File: src/rtl/input_cond_pkg.sv
// Shared constants and helpers for the input conditioner and its channels.
// Optional feature macro: INPUT_COND_INVERT_EN (per-channel output inversion).
package input_cond_pkg;

    // Default channel count and debounce window used when a parent does not override them.
    localparam int WIDTH_DEFAULT           = 4;
    localparam int DEBOUNCE_CYCLES_DEFAULT = 16;

    // Width of a counter that must hold values 0..cycles.
    // A floor of one bit keeps degenerate windows from producing a zero-width vector.
    function automatic int counterWidth(input int cycles);
        int w;
        w = $clog2(cycles + 1);
        if (w < 1) begin
            w = 1;
        end
        return w;
    endfunction

endpackage : input_cond_pkg

File: src/rtl/debounce_channel.sv
// One conditioned input: 2-flop synchroniser, stability counter, debounced
// state bit and registered rise/fall pulses on the (optionally inverted) output.
// Optional feature macro: INPUT_COND_INVERT_EN (applies INVERT to the output).
module debounce_channel
    import input_cond_pkg::*;
#(
    parameter int DEBOUNCE_CYCLES = DEBOUNCE_CYCLES_DEFAULT,
    parameter bit INVERT          = 1'b0
) (
    input  logic clk,
    input  logic rst_n,
    input  logic i_in,
    output logic o_out,
    output logic o_rise,
    output logic o_fall
);

    localparam int               CNT_W    = counterWidth(DEBOUNCE_CYCLES);
    localparam logic [CNT_W-1:0] CNT_LAST = CNT_W'(DEBOUNCE_CYCLES - 1);
    localparam logic [CNT_W-1:0] CNT_ONE  = CNT_W'(1);

`ifdef INPUT_COND_INVERT_EN
    localparam logic INV_BIT = INVERT;
`else
    // Inversion is disabled in this build; INVERT is masked off but still referenced.
    localparam logic INV_BIT = INVERT & 1'b0;
`endif

    logic             r_sync1;
    logic             r_sync2;
    logic             r_state;
    logic [CNT_W-1:0] r_count;
    logic             r_rise;
    logic             r_fall;

    logic             w_mismatch;
    logic             w_toggle;
    logic             w_newOut;

    // Two-stage synchroniser: the raw pin is only ever seen through r_sync2.
    always_ff @(posedge clk or negedge rst_n) begin
        if (!rst_n) begin
            r_sync1 <= 1'b0;
            r_sync2 <= 1'b0;
        end else begin
            r_sync1 <= i_in;
            r_sync2 <= r_sync1;
        end
    end

    // Decide whether the synchronised level differs from the held state and has
    // been different long enough to be accepted; also precompute the output
    // value that the state flip will produce so the pulses can be registered.
    always_comb begin
        w_mismatch = 1'b0;
        w_toggle   = 1'b0;
        w_newOut   = 1'b0;
        w_mismatch = r_sync2 ^ r_state;
        w_toggle   = w_mismatch && (r_count == CNT_LAST);
        w_newOut   = (~r_state) ^ INV_BIT;
    end

    // Counter and debounced state: any agreement clears the count, so a glitch
    // never accumulates; the count stops at CNT_LAST where the state flips.
    // The edge pulses are set on the same edge as the flip, so they line up
    // with the first cycle the output shows its new value.
    always_ff @(posedge clk or negedge rst_n) begin
        if (!rst_n) begin
            r_state <= 1'b0;
            r_count <= '0;
            r_rise  <= 1'b0;
            r_fall  <= 1'b0;
        end else begin
            r_rise <= 1'b0;
            r_fall <= 1'b0;
            if (!w_mismatch) begin
                r_count <= '0;
            end else if (w_toggle) begin
                r_state <= ~r_state;
                r_count <= '0;
                r_rise  <= w_newOut;
                r_fall  <= ~w_newOut;
            end else begin
                r_count <= r_count + CNT_ONE;
            end
        end
    end

    assign o_out  = r_state ^ INV_BIT;
    assign o_rise = r_rise;
    assign o_fall = r_fall;

endmodule : debounce_channel

File: src/rtl/input_conditioner.sv
// Multi-channel debouncer for buttons and switches. Each bit of 'in' gets its
// own independent debounce_channel; outputs are the debounced levels plus
// one-cycle rise/fall pulses.
// Optional feature macro: INPUT_COND_INVERT_EN (enables INVERT_MASK).
module input_conditioner
    import input_cond_pkg::*;
#(
    parameter int               WIDTH           = WIDTH_DEFAULT,
    parameter int               DEBOUNCE_CYCLES = DEBOUNCE_CYCLES_DEFAULT,
    parameter logic [WIDTH-1:0] INVERT_MASK     = {WIDTH{1'b1}}
) (
    input  logic             clk,
    input  logic             rst_n,
    input  logic [WIDTH-1:0] in,
    output logic [WIDTH-1:0] out,
    output logic [WIDTH-1:0] rise,
    output logic [WIDTH-1:0] fall
);

    logic [WIDTH-1:0] w_out;
    logic [WIDTH-1:0] w_rise;
    logic [WIDTH-1:0] w_fall;

    // One fully independent channel per input bit.
    for (genvar gi = 0; gi < WIDTH; gi++) begin : gen_channel
        debounce_channel #(
            .DEBOUNCE_CYCLES (DEBOUNCE_CYCLES),
            .INVERT          (INVERT_MASK[gi])
        ) u_channel (
            .clk    (clk),
            .rst_n  (rst_n),
            .i_in   (in[gi]),
            .o_out  (w_out[gi]),
            .o_rise (w_rise[gi]),
            .o_fall (w_fall[gi])
        );
    end

    assign out  = w_out;
    assign rise = w_rise;
    assign fall = w_fall;

endmodule : input_conditioner

File: config.mk
export PLATFORM = sky130hd
export DESIGN_NAME = input_conditioner
export DESIGN_NICKNAME = d
export VERILOG_FILES = /design/src/rtl/input_cond_pkg.sv /design/src/rtl/debounce_channel.sv /design/src/rtl/input_conditioner.sv
export SDC_FILE = /design/constraint.sdc
export NUM_CORES = 1
export LEC_CHECK = 0
export ABC_AREA = 0
export CAP_MARGIN = 10
export CORE_MARGIN = 1
export CORE_UTILIZATION = 40
export CTS_CLUSTER_SIZE = 12
export DETAILED_ROUTE_END_ITERATION = 6
export DONT_BUFFER_PORTS = 1
export PLACE_DENSITY = 0.61
export RECOVER_POWER = 100
export SLEW_MARGIN = 20
export SYNTH_ARGS = -nofsm -noshare
export SYNTH_HDL_FRONTEND = slang
export SYNTH_SLANG_ARGS = --single-unit
File: constraint.sdc
create_clock -name clk -period 3.1 [get_ports clk]
set_input_delay 0.31 -clock clk [delete_from_list [all_inputs] [get_ports clk]]
set_output_delay 0.31 -clock clk [all_outputs]
set_load 0.02 [all_outputs]
Word-level counts from Yosys, hierarchy flattened

Cells that the tools add are included.

Add/subtract/negate cells: 4
$mul: 0
Divide/modulo/power cells: 0
Magnitude comparators: 0
Eq/ne operators: 4
Shifts and indexed selects: 0
Mux-type cells: 24
Bitwise operators: 8
Reduce and logical (&&, ||, !) cells: 8

Operators by type and width:

| operator                                      | number |
|---|---|
| 2-to-1 mux 5 bit                              | 8 |
| adder 5 x 1 -> 5 bit, second input constant   | 4 |
| == test 5 x 4 -> 1 bit, second input constant | 4 |
| 2-to-1 mux 1 bit                              | 16 |
| AND reduction 2 bit                           | 4 |
| logical AND 1 bit                             | 4 |
| NOT 1 bit                                     | 4 |
| XOR 1 bit                                     | 4 |

Bits in registers: 40
Latch bits: 0
RAM bits: 0
Memory bits (read-only): 0
Output and inout bits: 12
Memories kept: 0

Logic depth before layout (Yosys ltp)

Depth after elaboration: 4
Mapped depth: 4
Gate-level depth less buffers: 4

Hierarchy

From an unflattened synthesis, not the netlist that was laid out.

Cells, all modules: 104
Area total of the unflattened synthesis: 1,496.4 µm²

Modules (own cells, without submodules):

| module           | instances | cells an instance | area each (µm²) | seq. area each (µm²) |
|---|---|---|---|---|
| debounce_channel | 4         | 26                | 374.1           | 250.2 |

Worst setup path before layout

No wires, ideal clock.

Path kind: reg-to-reg
Start point: reg gen_channel[3].u_channel.r_count[0]
End point: reg gen_channel[3].u_channel.r_state
Setup time: 0.125 ns
Arrival: 1.044 ns
Data required time: 2.975 ns
Path slack: 1.931 ns
Cell stages (with the launch flop): 4
Path buffers: 0
Cell sequence: dfrtp_1 ha_1 nand4b_4 mux2_4

Cells in the longest elaborated chain, start to end: 3

Ends and longest elaborated chain:

| item                          | RTL line               | source |
|---|---|---|
| from (decl)                   | debounce_channel.sv:32 | `logic [CNT_W-1:0] r_count;` |
| from (signal assigned)        | debounce_channel.sv:84 | `r_count <= r_count + CNT_ONE;` |
| == test 5 x 4 -> 1 bit        | debounce_channel.sv:59 | `w_toggle = w_mismatch && (r_count == CNT_LAST);` |
| logical AND 1 bit             | debounce_channel.sv:59 |  |
| AND reduction 2 bit (no line) | n/a                    |  |
| to (signal assigned)          | debounce_channel.sv:79 | `r_state <= ~r_state;` |
| to (decl)                     | debounce_channel.sv:31 | `logic r_state;` |

Every way passes these cells.
A chain may end at the register's enable or synchronous reset.

Worst setup path in the final report

Start point: reg gen_channel[1].u_channel.r_count[0]
End point: reg gen_channel[1].u_channel.r_state

Cells in the longest elaborated chain, start to end: 3

Ends and longest elaborated chain:

| item                          | RTL line |
|---|---|
| from (decl)                   | debounce_channel.sv:32 |
| from (signal assigned)        | debounce_channel.sv:84 |
| == test 5 x 4 -> 1 bit        | debounce_channel.sv:59 |
| logical AND 1 bit             | debounce_channel.sv:59 |
| AND reduction 2 bit (no line) | n/a |
| to (signal assigned)          | debounce_channel.sv:79 |
| to (decl)                     | debounce_channel.sv:31 |

Every way passes these cells.

==> run metrics <==
register area share after synthesis 62.2%; Sw Ratio 21.5%; DIE HEIGHT 65.4 um; worst-skew pair later-pin latency 0.29 ns; final period utilization 42.8%; crit path kind reg2reg; fin cells 162; GPL Wtd Cong 0.776; vias in the first global route 883; ANT cells 0; Hold Crit Endpoint gen_channel[3].u_channel.r_sync1; DRC errors left 0; Placement Cell Area 0.00158 mm2; Post-Place Cells 152; Max-Cap Viols 0; reg2reg start gen_channel[1].u_channel.r_count[0]; Worst Skew 0.0109 ns; Worst Path Arrival 1.49 ns; crit end category flop; CTS Sinks 40; fmax 753 MHz; Pins Over Slew Limit 0; antenna-violating nets left 0; Multi-input gate area 452 um2; Reg2Reg Setup Slack 1.77 ns; Fill cells 346; clock buffer depth 2; pin count of the biggest net entering global routing 41; Slew HR 78.7%; Vias 777; clock-pin slew on the worst setup and hold paths 0.08 ns; Mapped Cells 116; setup_tns 0 ns; Post-Syn Nets 126; Cell variety after synth 15; CTS tree done; Reg2Reg Capture Point gen_channel[1].u_channel.o_out; Detail Placement HPWL 1.50 mm; Vias/cell 4.80; syn avg cell area 13.9 um2; Synth area leaders dfrtp_1 62%, xor2_1 6.5%, buf_4 5.6%; Final Hold Viols 0; CP required 3.27 ns; Pint 0.000794 W; layout cells sized above 1 8.77%; starting density of the core 42.7%; Comb pwr share 3.9%; core area 0.00377 mm2; #FFs+latches synth 40; LEAKAGE 0.815 nW; clock share of power 41.4%; hold path startpoint in[3]; gr usage total 13.4%; Tightest Hold Check Type in2reg; I/O Buffers 0; global-route wire length before repair 4.10 mm; VDD IR max 0.000231 V; most common cell after layout, fill and taps aside dfrtp_1; FF-to-FF path depth 3; die width 65.4 um; Initial DRC Count 55; critical path peak fanout 5; leading area contributor after synthesis dfrtp_1; global route overflow 0; # H-tree levels 2; Seq. cell area 0.00100 mm2; share of power burned in registers 54.7%; TritonCTS Buffers 5; slew of the pin with the lowest slew margin 0.320 ns; post-CTS setup buffer count 0; initial antenna violation count 0; synth-to-layout area growth 2.80%; P_sw 0.000218 W; router iterations before antenna repair 5; P per Cell Area 612 mW/mm2; final setup fails 0; unrepaired setup endpoints after global routing no; routed wire length 2.25 mm; Die ar. 0.00428 mm2; row count 22; hold path cells 0; CTS root buf clkbuf_8; Worst Setup Start Kind flop; io pins 18; Wirelength per Cell 13.9 um; final non-filler cell area 0.00165 mm2; minimum clock period 1.33 ns; most frequent cells in the layout 40 x dfrtp_1, 12 x xor2_1, 8 x nand2_1, 8 x nor2_1, 8 x nor3b_1; fin nets 123; Syn Std Cell Area 0.00161 mm2; Yosys top cell area share 62.2%; warnings from Yosys 0; status finished, final reports clean
==> layer usage <==
layer	track usage, %	wire length [um]	vias to the layer above
met5	0	0	-
met3	4.69	80	5
met2	21.0	1060	15
li1	-	-	371
met1	15.2	1040	386
met4	8.97	59	0
==> layout make-up <==
| class | count | share of cell area (%) |
|---|---|---|
| tap | 48 | 3.63 |
| multi-input combinational | 64 | 27.3 |
| clock buffer | 5 | 4.16 |
| clock inverter | 3 | 2.57 |
| timing repair buffer | 2 | 1.82 |
| sequential | 40 | 60.5 |
==> timing repair <==
item                                   4_1_cts  5_1_grt
hold buffers                                 2        0
endpoints found under the hold margin       40        0
gates resized for setup                      0        0
==> how the worst max path moves through the flow <==
stage	depth (start not counted)	from	end
4_1_cts	3	gen_channel[0].u_channel.r_count[0]	gen_channel[0].u_channel.o_out
5_1_grt	3	gen_channel[1].u_channel.r_count[0]	gen_channel[1].u_channel.o_out
6_report	3	gen_channel[1].u_channel.r_count[0]	gen_channel[1].u_channel.o_out
3_5_place_dp	3	gen_channel[0].u_channel.r_count[0]	gen_channel[0].u_channel.o_out
3_3_place_gp	3	gen_channel[3].u_channel.r_count[0]	gen_channel[3].u_channel.o_out
2_1_floorplan	3	gen_channel[3].u_channel.r_count[0]	gen_channel[3].u_channel.o_out
==> critical path, stage by stage (launching register included) <==
cell and delay [ns]:
dfrtp_1 0.40, ha_1 0.24, nand4b_1 0.21, mux2_1 0.36
==> cells by family (layout without fill, tap and decap cells) <==
kind of cell,Yosys count,in the layout,synth area share (%)
mux,4,4,3.73
compound gates,4,4,1.55
simple gates,40,40,17.3
buf+inv,12,10,5.60
flops,40,40,62.2
xor+xnor,12,12,6.53
fa+ha+maj,4,4,3.11
==> stage by stage <==
stage / utilization [%] / hold slack, ns / setup slack, ns / power, W
after detailed placement: 41.9 / 0.0157 / 1.88 / 0.000594
after floorplan: - / 0.0144 / 1.93 / 0.000585
final: 43.9 / 0.0362 / 1.77 / 0.00101
after CTS: 45.6 / 0.0271 / 1.88 / 0.00103
after global routing: 43.9 / 0.0132 / 1.67 / 0.00106
after global placement: 41.9 / 0.0155 / 1.89 / 0.000591
==> cell usage after synthesis <==
master    number
nand4b_2       1
nand4b_4       3
a31oi_1        4
xor2_1        12
ha_1           4
nor3b_1        8
dfrtp_1       40
buf_4         12
and2_1         5
nand3_1        4
nand2_1        8
and3_2         1
nor2_1         8
and3_1         2
mux2_4         4
==> sequential cells by signal (all words and copies together) (netlist names) <==
| name | cells |
|---|---|
| gen_channel.u_channel.o_rise | 4 |
| gen_channel.u_channel.r_count | 20 |
| gen_channel.u_channel.r_sync1 | 4 |
| gen_channel.u_channel.o_fall | 4 |
| gen_channel.u_channel.o_out | 4 |
| gen_channel.u_channel.r_sync2 | 4 |
==> power groups by stage <==
stage                     logic [W]  registers (W)  clock network (W)
final                     0.0000395       0.000553           0.000419
after global routing      0.0000461       0.000556           0.000455
after CTS                 0.0000430       0.000555           0.000431
after detailed placement  0.0000286       0.000565                  0
after global placement    0.0000267       0.000564                  0
after floorplan           0.0000233       0.000562                  0
(Power assumes the default switching activity.)
